## src/rtl/nrisc_pkg.sv

```systemverilog
// Shared NRISC definitions: stack control encodings and common widths.
package nrisc_pkg;

  typedef enum logic [1:0] {
    STK_IDLE = 2'b00,
    STK_PUSH = 2'b01,
    STK_POP  = 2'b10,
    STK_REPL = 2'b11
  } stk_ctrl_e;

  localparam int TAM_DEFAULT = 16;
  localparam int FLAG_W      = 3;

endpackage

```

## src/rtl/nrisc_stack_ram.sv

```systemverilog
// Call-stack storage: one synchronous write port, one asynchronous read port.
module nrisc_stack_ram #(
  parameter int DEPTH = 8,
  parameter int WIDTH = 19
) (
  input  logic                     clk,
  input  logic                     we,
  input  logic [$clog2(DEPTH)-1:0] waddr,
  input  logic [WIDTH-1:0]         wdata,
  input  logic [$clog2(DEPTH)-1:0] raddr,
  output logic [WIDTH-1:0]         rdata
);

  logic [WIDTH-1:0] mem [DEPTH];

  always_ff @(posedge clk) begin
    if (we) mem[waddr] <= wdata;
  end

  assign rdata = mem[raddr];

endmodule

```

## src/rtl/nrisc_call_stack.sv

```systemverilog
// Return-address/flag stack for the NRISC CPU with registered top-of-stack
// outputs, full/empty status and sticky overflow/underflow flags.
module nrisc_call_stack
  import nrisc_pkg::*;
#(
  parameter int TAM        = TAM_DEFAULT,
  parameter int DEPTH      = 8,
  parameter int RET_OFFSET = 1
) (
  input  logic                     clk,
  input  logic                     rst,
  input  logic [1:0]               STACK_ctrl,
  input  logic [TAM-1:0]           PC,
  input  logic [2:0]               FLAGS_IN,
  input  logic                     STACK_err_clr,
  output logic [TAM-1:0]           STACK_OUT,
  output logic [2:0]               STACK_FLAGS,
  output logic                     STACK_empty,
  output logic                     STACK_full,
  output logic [$clog2(DEPTH):0]   STACK_count,
  output logic                     STACK_overflow,
  output logic                     STACK_underflow
);

  localparam int AW = $clog2(DEPTH);
  localparam int CW = AW + 1;
  localparam int EW = TAM + FLAG_W;

  stk_ctrl_e     ctrl;
  logic [CW-1:0] count, count_n;
  logic [EW-1:0] top_q, top_n;
  logic [EW-1:0] entry;
  logic [EW-1:0] rd_data;
  logic [AW-1:0] waddr, rd_addr, top_idx;
  logic [CW-1:0] cnt_m1, cnt_m2;
  logic          we;
  logic          empty, full;
  logic          ovf_q, ovf_n, unf_q, unf_n;

  assign ctrl    = stk_ctrl_e'(STACK_ctrl);
  assign entry   = {FLAGS_IN, PC + TAM'(RET_OFFSET)};
  assign empty   = (count == '0);
  assign full    = (count == CW'(DEPTH));
  assign cnt_m1  = count - CW'(1);
  assign cnt_m2  = count - CW'(2);
  assign top_idx = cnt_m1[AW-1:0];
  // Entry below the current top, which becomes the new top after a pop.
  assign rd_addr = cnt_m2[AW-1:0];

  nrisc_stack_ram #(
    .DEPTH (DEPTH),
    .WIDTH (EW)
  ) u_ram (
    .clk   (clk),
    .we    (we),
    .waddr (waddr),
    .wdata (entry),
    .raddr (rd_addr),
    .rdata (rd_data)
  );

  always_comb begin
    count_n = count;
    top_n   = top_q;
    we      = 1'b0;
    waddr   = count[AW-1:0];
    ovf_n   = ovf_q & ~STACK_err_clr;
    unf_n   = unf_q & ~STACK_err_clr;
    case (ctrl)
      STK_PUSH: begin
        if (full) begin
          ovf_n = 1'b1;
        end else begin
          we      = 1'b1;
          count_n = count + CW'(1);
          top_n   = entry;
        end
      end
      STK_POP: begin
        if (empty) begin
          unf_n = 1'b1;
        end else begin
          count_n = cnt_m1;
          top_n   = (count == CW'(1)) ? '0 : rd_data;
        end
      end
      STK_REPL: begin
        // Written entry is forwarded straight into the top register.
        we    = 1'b1;
        top_n = entry;
        if (empty) count_n = count + CW'(1);
        else       waddr   = top_idx;
      end
      default: ;
    endcase
  end

  always_ff @(posedge clk) begin
    if (rst) begin
      count <= '0;
      top_q <= '0;
      ovf_q <= 1'b0;
      unf_q <= 1'b0;
    end else begin
      count <= count_n;
      top_q <= top_n;
      ovf_q <= ovf_n;
      unf_q <= unf_n;
    end
  end

  assign STACK_OUT       = top_q[TAM-1:0];
  assign STACK_FLAGS     = top_q[EW-1:TAM];
  assign STACK_empty     = empty;
  assign STACK_full      = full;
  assign STACK_count     = count;
  assign STACK_overflow  = ovf_q;
  assign STACK_underflow = unf_q;

endmodule

```

## config.mk

```make
export PLATFORM = sky130hd
export DESIGN_NAME = nrisc_call_stack
export DESIGN_NICKNAME = d
export VERILOG_FILES = /design/src/rtl/nrisc_pkg.sv /design/src/rtl/nrisc_stack_ram.sv /design/src/rtl/nrisc_call_stack.sv
export SDC_FILE = /design/constraint.sdc
export NUM_CORES = 1
export LEC_CHECK = 0
export CAP_MARGIN = 30
export CORE_ASPECT_RATIO = 1.4
export CORE_MARGIN = 2
export CORE_UTILIZATION = 50
export DETAILED_ROUTE_END_ITERATION = 8
export PLACE_DENSITY = 0.78
export SLEW_MARGIN = 10
export SYNTH_ARGS = -nofsm -noshare
export SYNTH_HDL_FRONTEND = slang
export SYNTH_HIERARCHICAL = 1
export SYNTH_SLANG_ARGS = --single-unit
```

## constraint.sdc

```tcl
create_clock -name clk -period 7.49 [get_ports clk]
set_input_delay 1.1235 -clock clk [delete_from_list [all_inputs] [get_ports clk]]
set_output_delay 1.1235 -clock clk [all_outputs]
set_load 0.05 [all_outputs]
```

======== Word-level counts from Yosys, hierarchy flattened ========
Memories as Yosys holds them, arrays and structs flattened.
Cells that the tools add are included.
word-level totals
  flip-flop bits (word level) ............. 25
  bits in writable memories ............... 152
  input port bits ......................... 24
  logic and storage cells ................. 42
  memories kept ........................... 1
memories
  name       words  bits a word  rd ports  clocked after memory_dff  write ports  RTL line               RTL
  u_ram.mem  8      19           1         0                         1            nrisc_stack_ram.sv:14  logic [WIDTH-1:0] mem [DEPTH];
cells by class
  $add $sub $neg .......................... 4
  eq/ne operators ......................... 8
  multiplexer cells ....................... 18
  bitwise logic cells ..................... 3
  reduce and logical (&&, ||, !) cells .... 4
operator list
  cell                                              count
  2-to-1 mux 19 bit                                 3
  one-hot mux 19 bit (3 select lines)               1
  adder 16 x 1 -> 16 bit, second input constant     1
  2-to-1 mux 4 bit                                  3
  one-hot mux 4 bit (3 select lines)                1
  2-to-1 mux 1 bit                                  7
  2-to-1 mux 3 bit                                  2
  != test 2 bit, second input constant              3
  adder 4 x 1 -> 4 bit, second input constant       1
  == test 2 bit, second input constant              2
  == test 4 x 1 -> 1 bit, second input constant     1
  == test 4 bit, second input constant              1
  zero test 4 bit                                   1
  AND reduction 4 bit                               1
  subtractor 4 x 1 -> 4 bit, second input constant  1
  AND reduction 3 bit                               1
  nonzero test 3 bit                                1
  subtractor 3 x 2 -> 3 bit, second input constant  1
  AND 1 bit                                         2
  == test 2 x 1 -> 1 bit, second input constant     1
  one-hot mux 1 bit (2 select lines)                1
  NOT 1 bit                                         1

======== Longest topological paths before layout ========
Gate-level depths: netlist of the first run.
  word-level depth ........................ 5
  mapped depth ............................ 9
  depth with buffers taken out ............ 9

======== By module ========
Netlist of the first run, hierarchy kept.
modules (own cells, without submodules)
  module            times used  cells an instance  area each (um2)  seq. area each (um2)
  nrisc_stack_ram   1           232                5879.4           4564.4
  nrisc_call_stack  1           194                1666.6           500.5

======== Worst setup path after synthesis of the first run ========
OpenSTA, ideal clock, no wires.
  path type ............................... register -> register
  from .................................... register count[1], in the netlist STACK_count[1]
  to ...................................... memory u_ram.mem[4][0], enable pin
  arrival time ............................ 3.851 ns
  required time ........................... 7.071 ns
  slack ................................... 3.220 ns
  stages on the path, launching flop included .. 8
  cell sequence ........................... dfxtp_1 > inv_1 > ha_1 > nor2b_1 > nor2b_1 > or2_2 > o21ai_0 > nor3_1
RTL lines
  element                   RTL line                 RTL
  start: declaration        nrisc_call_stack.sv:30   logic [CW-1:0] count, count_n;
  start signal: assignment  nrisc_call_stack.sv:105  count <= count_n;
  zero test 4 bit           nrisc_call_stack.sv:42   assign empty = (count == '0);
  via STACK_empty           nrisc_call_stack.sv:18   output logic STACK_empty,
  2-to-1 mux 3 bit          nrisc_call_stack.sv:91   if (empty) count_n = count + CW'(1);
  2-to-1 mux 3 bit          nrisc_call_stack.sv:69   case (ctrl)
  via waddr[1]              nrisc_call_stack.sv:34   logic [AW-1:0] waddr, rd_addr, top_idx;
  end: declaration          nrisc_stack_ram.sv:14
The timed path passes the listed nets, and every way through them passes these cells.

======== Worst setup path in the final report of the first run ========
  from .................................... register count[1], in the netlist STACK_count[1]
  to ...................................... output port STACK_empty
on the way
  longest elaborated chain between the ends .. 1
ends and longest elaborated chain
  element           RTL line
  zero test 4 bit   nrisc_call_stack.sv:42
  end: declaration  nrisc_call_stack.sv:18
No other way between the ends.

==> results.py, run 1 <==
metrics = {
    "routing": {
        "drt_wl_total_um": 14800,
        "vias": 4026,
        "first_pass_iters": 4,
        "ant_nets": 0,
        "first_iter_violations": 330,
        "drt-vias-per-instance": 5.83,
        "wl_per_cell_um": 21.4,
        "post-route-drc-count": 0,
    },
    "clock_tree": {
        "clkSinkCount": 177,
        "clockRootBuffer": "clkbuf_16",
        "post_cts_buffers": 0,
        "clkTransAtPathRegs_ns": 0.06,
        "max-clock-path-buffers": 2,
        "cts_hold_buf": 0,
        "h-tree-depth": 4,
        "tritoncts": "built",
        "clock_latency_ns": 0.43,
        "cts_buffers": 17,
        "ctsResizeCount": 0,
    },
    "worst_setup_path": {
        "critPathMaxFanout": 24,
        "crit_path_end_kind": "output port",
        "path_class": "reg2out",
        "start_kind": "register",
        "arrival_ns": 3.10,
        "critical_path_required_ns": 6.37,
    },
    "finish": {
        "drive_gt1_frac": 0.222,
        "final_nets": 519,
        "area_growth_pct": 17.1,
        "num_antenna_cells": 0,
    },
    "yosys": {
        "yosysUniqueCellTypes": 42,
        "yosys-mux-area-fraction": 0.158,
        "yosys-top-cells-area": "edfxtp_1, mux4_2, dfxtp_1",
        "synth.cell_area_um2": 7550,
        "ys.flop_type": "edfxtp_1",
        "synth_fa_ha_area_frac": 0.0133,
        "yosysSeqAreaShare": 0.671,
        "synth_edf_count": 152,
        "synth_xor_area_frac": 0.0242,
        "synth_top_family_by_area": "multiplexers",
        "synth_area_leader_cell": "edfxtp_1",
        "synth_area_per_cell_um2": 17.7,
        "synth_cells": 426,
        "syn-num-nets": 458,
        "synth_warnings": 6,
        "synth-seq-cells": 177,
        "synth_top_area_share": 0.605,
        "async_flop_share": 0,
        "synth_common_cells": "edfxtp_1, nor2_1, mux4_2, dfxtp_1, nor3_1",
        "synthSimpleGateAreaFrac": 0.0753,
        "synth_compound_area_frac": 0.0337,
        "synthMostInstantiatedCell": "edfxtp_1",
    },
    "timing": {
        "setup_ws_ns": 3.26,
        "maxSlewViolCount": 0,
        "fin_crit_ns": 4.23,
        "finalSetupTns_ns": 0,
        "setup_viol": 0,
        "clock_skew_ns": 0.00635,
        "relSlewSlack": 0.432,
        "period_share": 0.564,
        "hold_viol": 0,
        "rsz0062_at_grt": "false",
        "worst_pin_slew_ns": 0.846,
        "clock.fmax_mhz": 237,
    },
    "grt": {
        "grt_start_max_net_pins": 47,
        "overflow": 0,
        "grt.total_usage": 0.195,
        "grt_pass1_wl_um": 22600,
        "grt_pass1_vias": 4079,
        "antenna_found_initial": 0,
    },
    "min_path": {
        "hold_class": "reg2reg",
    },
    "floorplan": {
        "dieArea_um2": 16100,
        "die_h_um": 149,
        "io_pins": 51,
        "die_w_um": 108,
        "start_util": 0.506,
        "core_um2": 14900,
        "rows": 53,
    },
    "power_and_ir_drop": {
        "p_per_area_nw_per_um2": 394,
        "irDropWorstVdd_uv": 230,
        "power.leakage_nw": 3.00,
    },
    "outcome": {
        "status": "finished, final reports clean",
    },
    "placement": {
        "dp_slack_ns": 3.19,
        "dpl.hpwl_um": 8640,
        "port_buffers": 50,
        "place_congestion": 0.817,
    },
    "job": {
        "cap_violations": 0,
    },
}
==> layout by cell type (no fill, tap or decap), drive strengths merged, types with 3 or more instances in the layout <==
| cell type | netlist | layout |
|---|---|---|
| a21oi | 3 | 3 |
| a221oi | 19 | 19 |
| buf | 17 | 14 |
| clkbuf | 5 | 19 |
| clkdlybuf4s50 | 0 | 50 |
| clkinv | 0 | 4 |
| clkinvlp | 0 | 4 |
| dfxtp | 25 | 25 |
| edfxtp | 152 | 152 |
| ha | 8 | 8 |
| inv | 9 | 11 |
| mux2 | 19 | 19 |
| mux4 | 38 | 38 |
| nand2 | 8 | 8 |
| nand2b | 5 | 5 |
| nand3 | 8 | 8 |
| nand4 | 5 | 5 |
| nor2 | 37 | 37 |
| nor2b | 7 | 7 |
| nor3 | 28 | 28 |
| nor4 | 3 | 3 |
| xnor2 | 10 | 10 |
| xor2 | 10 | 10 |
==> where the power goes <==
| part | internal [mW] | switching, mW |
|---|---|---|
| Sequential | 1.27 | 0.0555 |
| Combinational | 0.578 | 0.727 |
| Clock | 0.491 | 0.363 |
==> worst max-delay path, cell delays in order, from the launching register on <==
cell and delay (ns):
dfxtp_1 0.37, inv_1 0.07, buf_4 0.42, ha_1 0.23, nor2b_1 0.38, nor2b_1 0.34
clkdlybuf4s50_1 0.86
==> cell type report <==
class | instances | area, µm²
clock inverters | 12 | 135
flip-flops and latches | 177 | 5070
clock buffers | 19 | 433
fillers | 1094 | 6090
inverters | 9 | 33.8
repair buffers | 64 | 621
multi-input cells | 218 | 2310
well taps | 192 | 240
==> worst paths after layout <==
| kind | from | to | slack, ns | depth (start not counted) |
|---|---|---|---|---|
| min | top_q[4] | top_q[4] | 0.50 | 2 |
| max reg2reg | STACK_count[0] | u_ram/mem[2][14] | 3.63 | 11 |
| max | STACK_count[1] | STACK_empty | 3.26 | 6 |
| min reg2reg | top_q[4] | top_q[4] | 0.50 | 2 |
==> cells by family (layout without fill, tap and decap cells) <==
family,after synthesis,in the layout
AO/OA/AOI/OAI,28,28
XOR/XNOR,20,20
adder cells (fa/ha/maj),8,8
buffers and inverters,31,104
flip-flops,177,177
multiplexers,59,59
AND/OR/NAND/NOR,103,103
==> sequential cells by signal, summed over array words and instances, names as in the netlist <==
register	cells
u_ram/mem	152
top_q	19
STACK_count	4
STACK_overflow	1
STACK_underflow	1
==> routing by layer <==
layer / wire length, µm / part of all wire / global-route usage
met1: 5660 / 0.38 / 0.239
met5: 0 / 0 / 0
met3: 923 / 0.062 / 0.0402
met4: 300 / 0.020 / 0.0718
met2: 7940 / 0.54 / 0.342
==> per-stage QoR <==
step                      instance area (µm²)  cells  hold WS, ns  power (mW)   util
after floorplan                          7550    426        0.633        2.34      -
after CTS                                8810    689        0.492        3.50  0.591
after detailed placement                 8240    658        0.483        2.64  0.553
final                                    8830    691        0.495        3.48  0.592
after global placement                   8230    657        0.481        2.59  0.552
after global routing                     8830    691        0.524        3.63  0.592
Power figures use the tool's default switching activity.
==> run 2, diff against run 1 <==
PLACE_DENSITY = 0.81   (was 0.78)
clock period = 3.7 ns   (was 7.49 ns; I/O delays follow)
==> run 2 against run 1 <==
  * Register-to-register slack worse by 3.0 ns
  * Sequential power is 100% higher
  * Hold slack worse by 0.0050 ns
  * Die area stayed put
  * Flip-flop and latch count stayed put
  * Critical path type is now reg2reg
  * Largest cell class unchanged
==> results.py, run 2 (synthesized netlist as in run 1, its figures left out) <==
metrics = {
    "clock_tree": {
        "cts_hold_buf": 0,
        "ctsResizeCount": 0,
        "clockRootBuffer": "clkbuf_16",
        "tritoncts": "built",
        "max-clock-path-buffers": 2,
        "clkTransAtPathRegs_ns": 0.07,
        "h-tree-depth": 4,
        "cts_buffers": 17,
        "clock_latency_ns": 0.43,
        "clkSinkCount": 177,
        "post_cts_buffers": 0,
    },
    "finish": {
        "num-fill-cells": 1041,
        "final_cell_mix": "edfxtp_1, clkdlybuf4s50_1, nor2_1",
        "drive_gt1_frac": 0.251,
        "finalNonFillerCells": 701,
        "regMostFlops": "u_ram/mem",
        "ff_latch_area_um2": 5070,
        "final_common_cell": "edfxtp_1",
        "multiInputGateArea_um2": 2320,
        "largest_reg_flops": 152,
        "num_antenna_cells": 0,
        "area_growth_pct": 18.5,
        "final_nets": 528,
    },
    "placement": {
        "dp_cells": 669,
        "dpl.hpwl_um": 9210,
        "place_congestion": 0.849,
        "port_buffers": 50,
    },
    "grt": {
        "grt.total_usage": 0.205,
        "grt_pass1_vias": 4246,
        "overflow": 0,
        "grt_pass1_wl_um": 24000,
        "antenna_found_initial": 0,
        "grt_start_max_net_pins": 46,
    },
    "routing": {
        "vias": 4178,
        "post-route-drc-count": 0,
        "drt-vias-per-instance": 5.96,
        "first_iter_violations": 412,
        "drt_wl_total_um": 15400,
        "ant_nets": 0,
        "first_pass_iters": 5,
        "wl_per_cell_um": 22.0,
    },
    "worst_setup_path": {
        "path_class": "reg2reg",
        "critical-path-top-delay-family": "simple AND/OR/NAND/NOR gates",
        "crit_path_end_kind": "register",
        "crit_top_cell": "nor2b_1",
        "arrival_ns": 3.18,
        "slowest_stage": "o21ai_0",
        "max_stage_delay_ns": 0.64,
        "start_kind": "register",
        "crit_buf_inv": 2,
        "cp_cell_sequence": "inv_1, ha_1, nor2b_1, nor2b_1, or2_2, o21ai_0, nand2_1, nor2_2, buf_4",
        "critPathMaxFanout": 19,
        "critical_path_required_ns": 3.80,
    },
    "floorplan": {
        "dieArea_um2": 16100,
        "rows": 53,
        "core_um2": 14900,
        "die_w_um": 108,
        "io_pins": 51,
        "start_util": 0.506,
        "die_h_um": 149,
    },
    "timing": {
        "fin_crit_ns": 3.08,
        "rsz0062_at_grt": "false",
        "maxSlewViolCount": 0,
        "whs_ns": 0.490,
        "clock.fmax_mhz": 324,
        "finalSetupTns_ns": 0,
        "period_share": 0.834,
        "setup_viol": 0,
        "hold_viol": 0,
        "relSlewSlack": 0.438,
        "worst_pin_slew_ns": 0.840,
        "clock_skew_ns": 0.00826,
    },
    "power_and_ir_drop": {
        "power.leakage_nw": 3.07,
        "p_per_area_nw_per_um2": 804,
        "irDropWorstVdd_uv": 467,
    },
    "job": {
        "cap_violations": 0,
    },
    "outcome": {
        "status": "finished, final reports clean",
    },
    "min_path": {
        "hold_class": "reg2reg",
    },
}
[run 2: changes by cell type in the layout (fill, tap and decap cells not counted), sizes merged]
cell and delta:
clkinv -2, clkbuf -2, clkinvlp -1, buf +10
inv +6, clkdlybuf4s50 -1
[run 2: power breakdown]
part           switching [mW]  leakage (nW)  internal, mW
Sequential              0.118          1.59          2.57
Combinational            1.51          1.20          1.20
Clock                   0.782         0.286          1.02
[run 2: worst paths after layout]
check | from | end | slack (ns) | cells past startpoint
hold / removal | top_q[8] | top_q[8] | 0.49 | 2
setup reg to reg | STACK_count[1] | u_ram/mem[3][5] | 0.62 | 9
setup / recovery | STACK_count[1] | u_ram/mem[3][5] | 0.62 | 9
hold reg to reg | top_q[8] | top_q[8] | 0.49 | 2
[run 2: final cells by class]
type | instances | area share
clock buffer | 17 | 0.0476
clock inverter | 15 | 0.0192
inverter | 9 | 0.00378
multi-input combinational | 218 | 0.259
sequential | 177 | 0.566
tap | 192 | 0.0269
timing repair buffer | 73 | 0.0772
[run 2: stage by stage]
step	utilization	power, mW	setup slack, ns	cell area (µm²)
6_report	0.599	7.19	0.616	8940
3_5_place_dp	0.559	5.41	0.562	8350
2_1_floorplan	-	4.74	-0.570	7560
5_1_grt	0.599	7.48	0.520	8940
3_3_place_gp	0.558	5.33	0.718	8330
4_1_cts	0.599	7.23	0.698	8940
[run 2: worst register-to-register path, delay by kind of cell (launching register included)]
kind	cells	cell delay, ns
buffers and inverters	2	0.40
and+or+nand+nor	5	1.11
DFF	1	0.43
AOI/OAI and AO/OA	1	0.64
adders and majority gates	1	0.17
[run 2: routing by layer]
metal	vias to the layer above	global-route usage	routed length, µm
li1	1837	-	-
met3	49	0.0371	816
met4	0	0.104	580
met5	-	0	0
met1	2101	0.254	6000
met2	191	0.345	8000
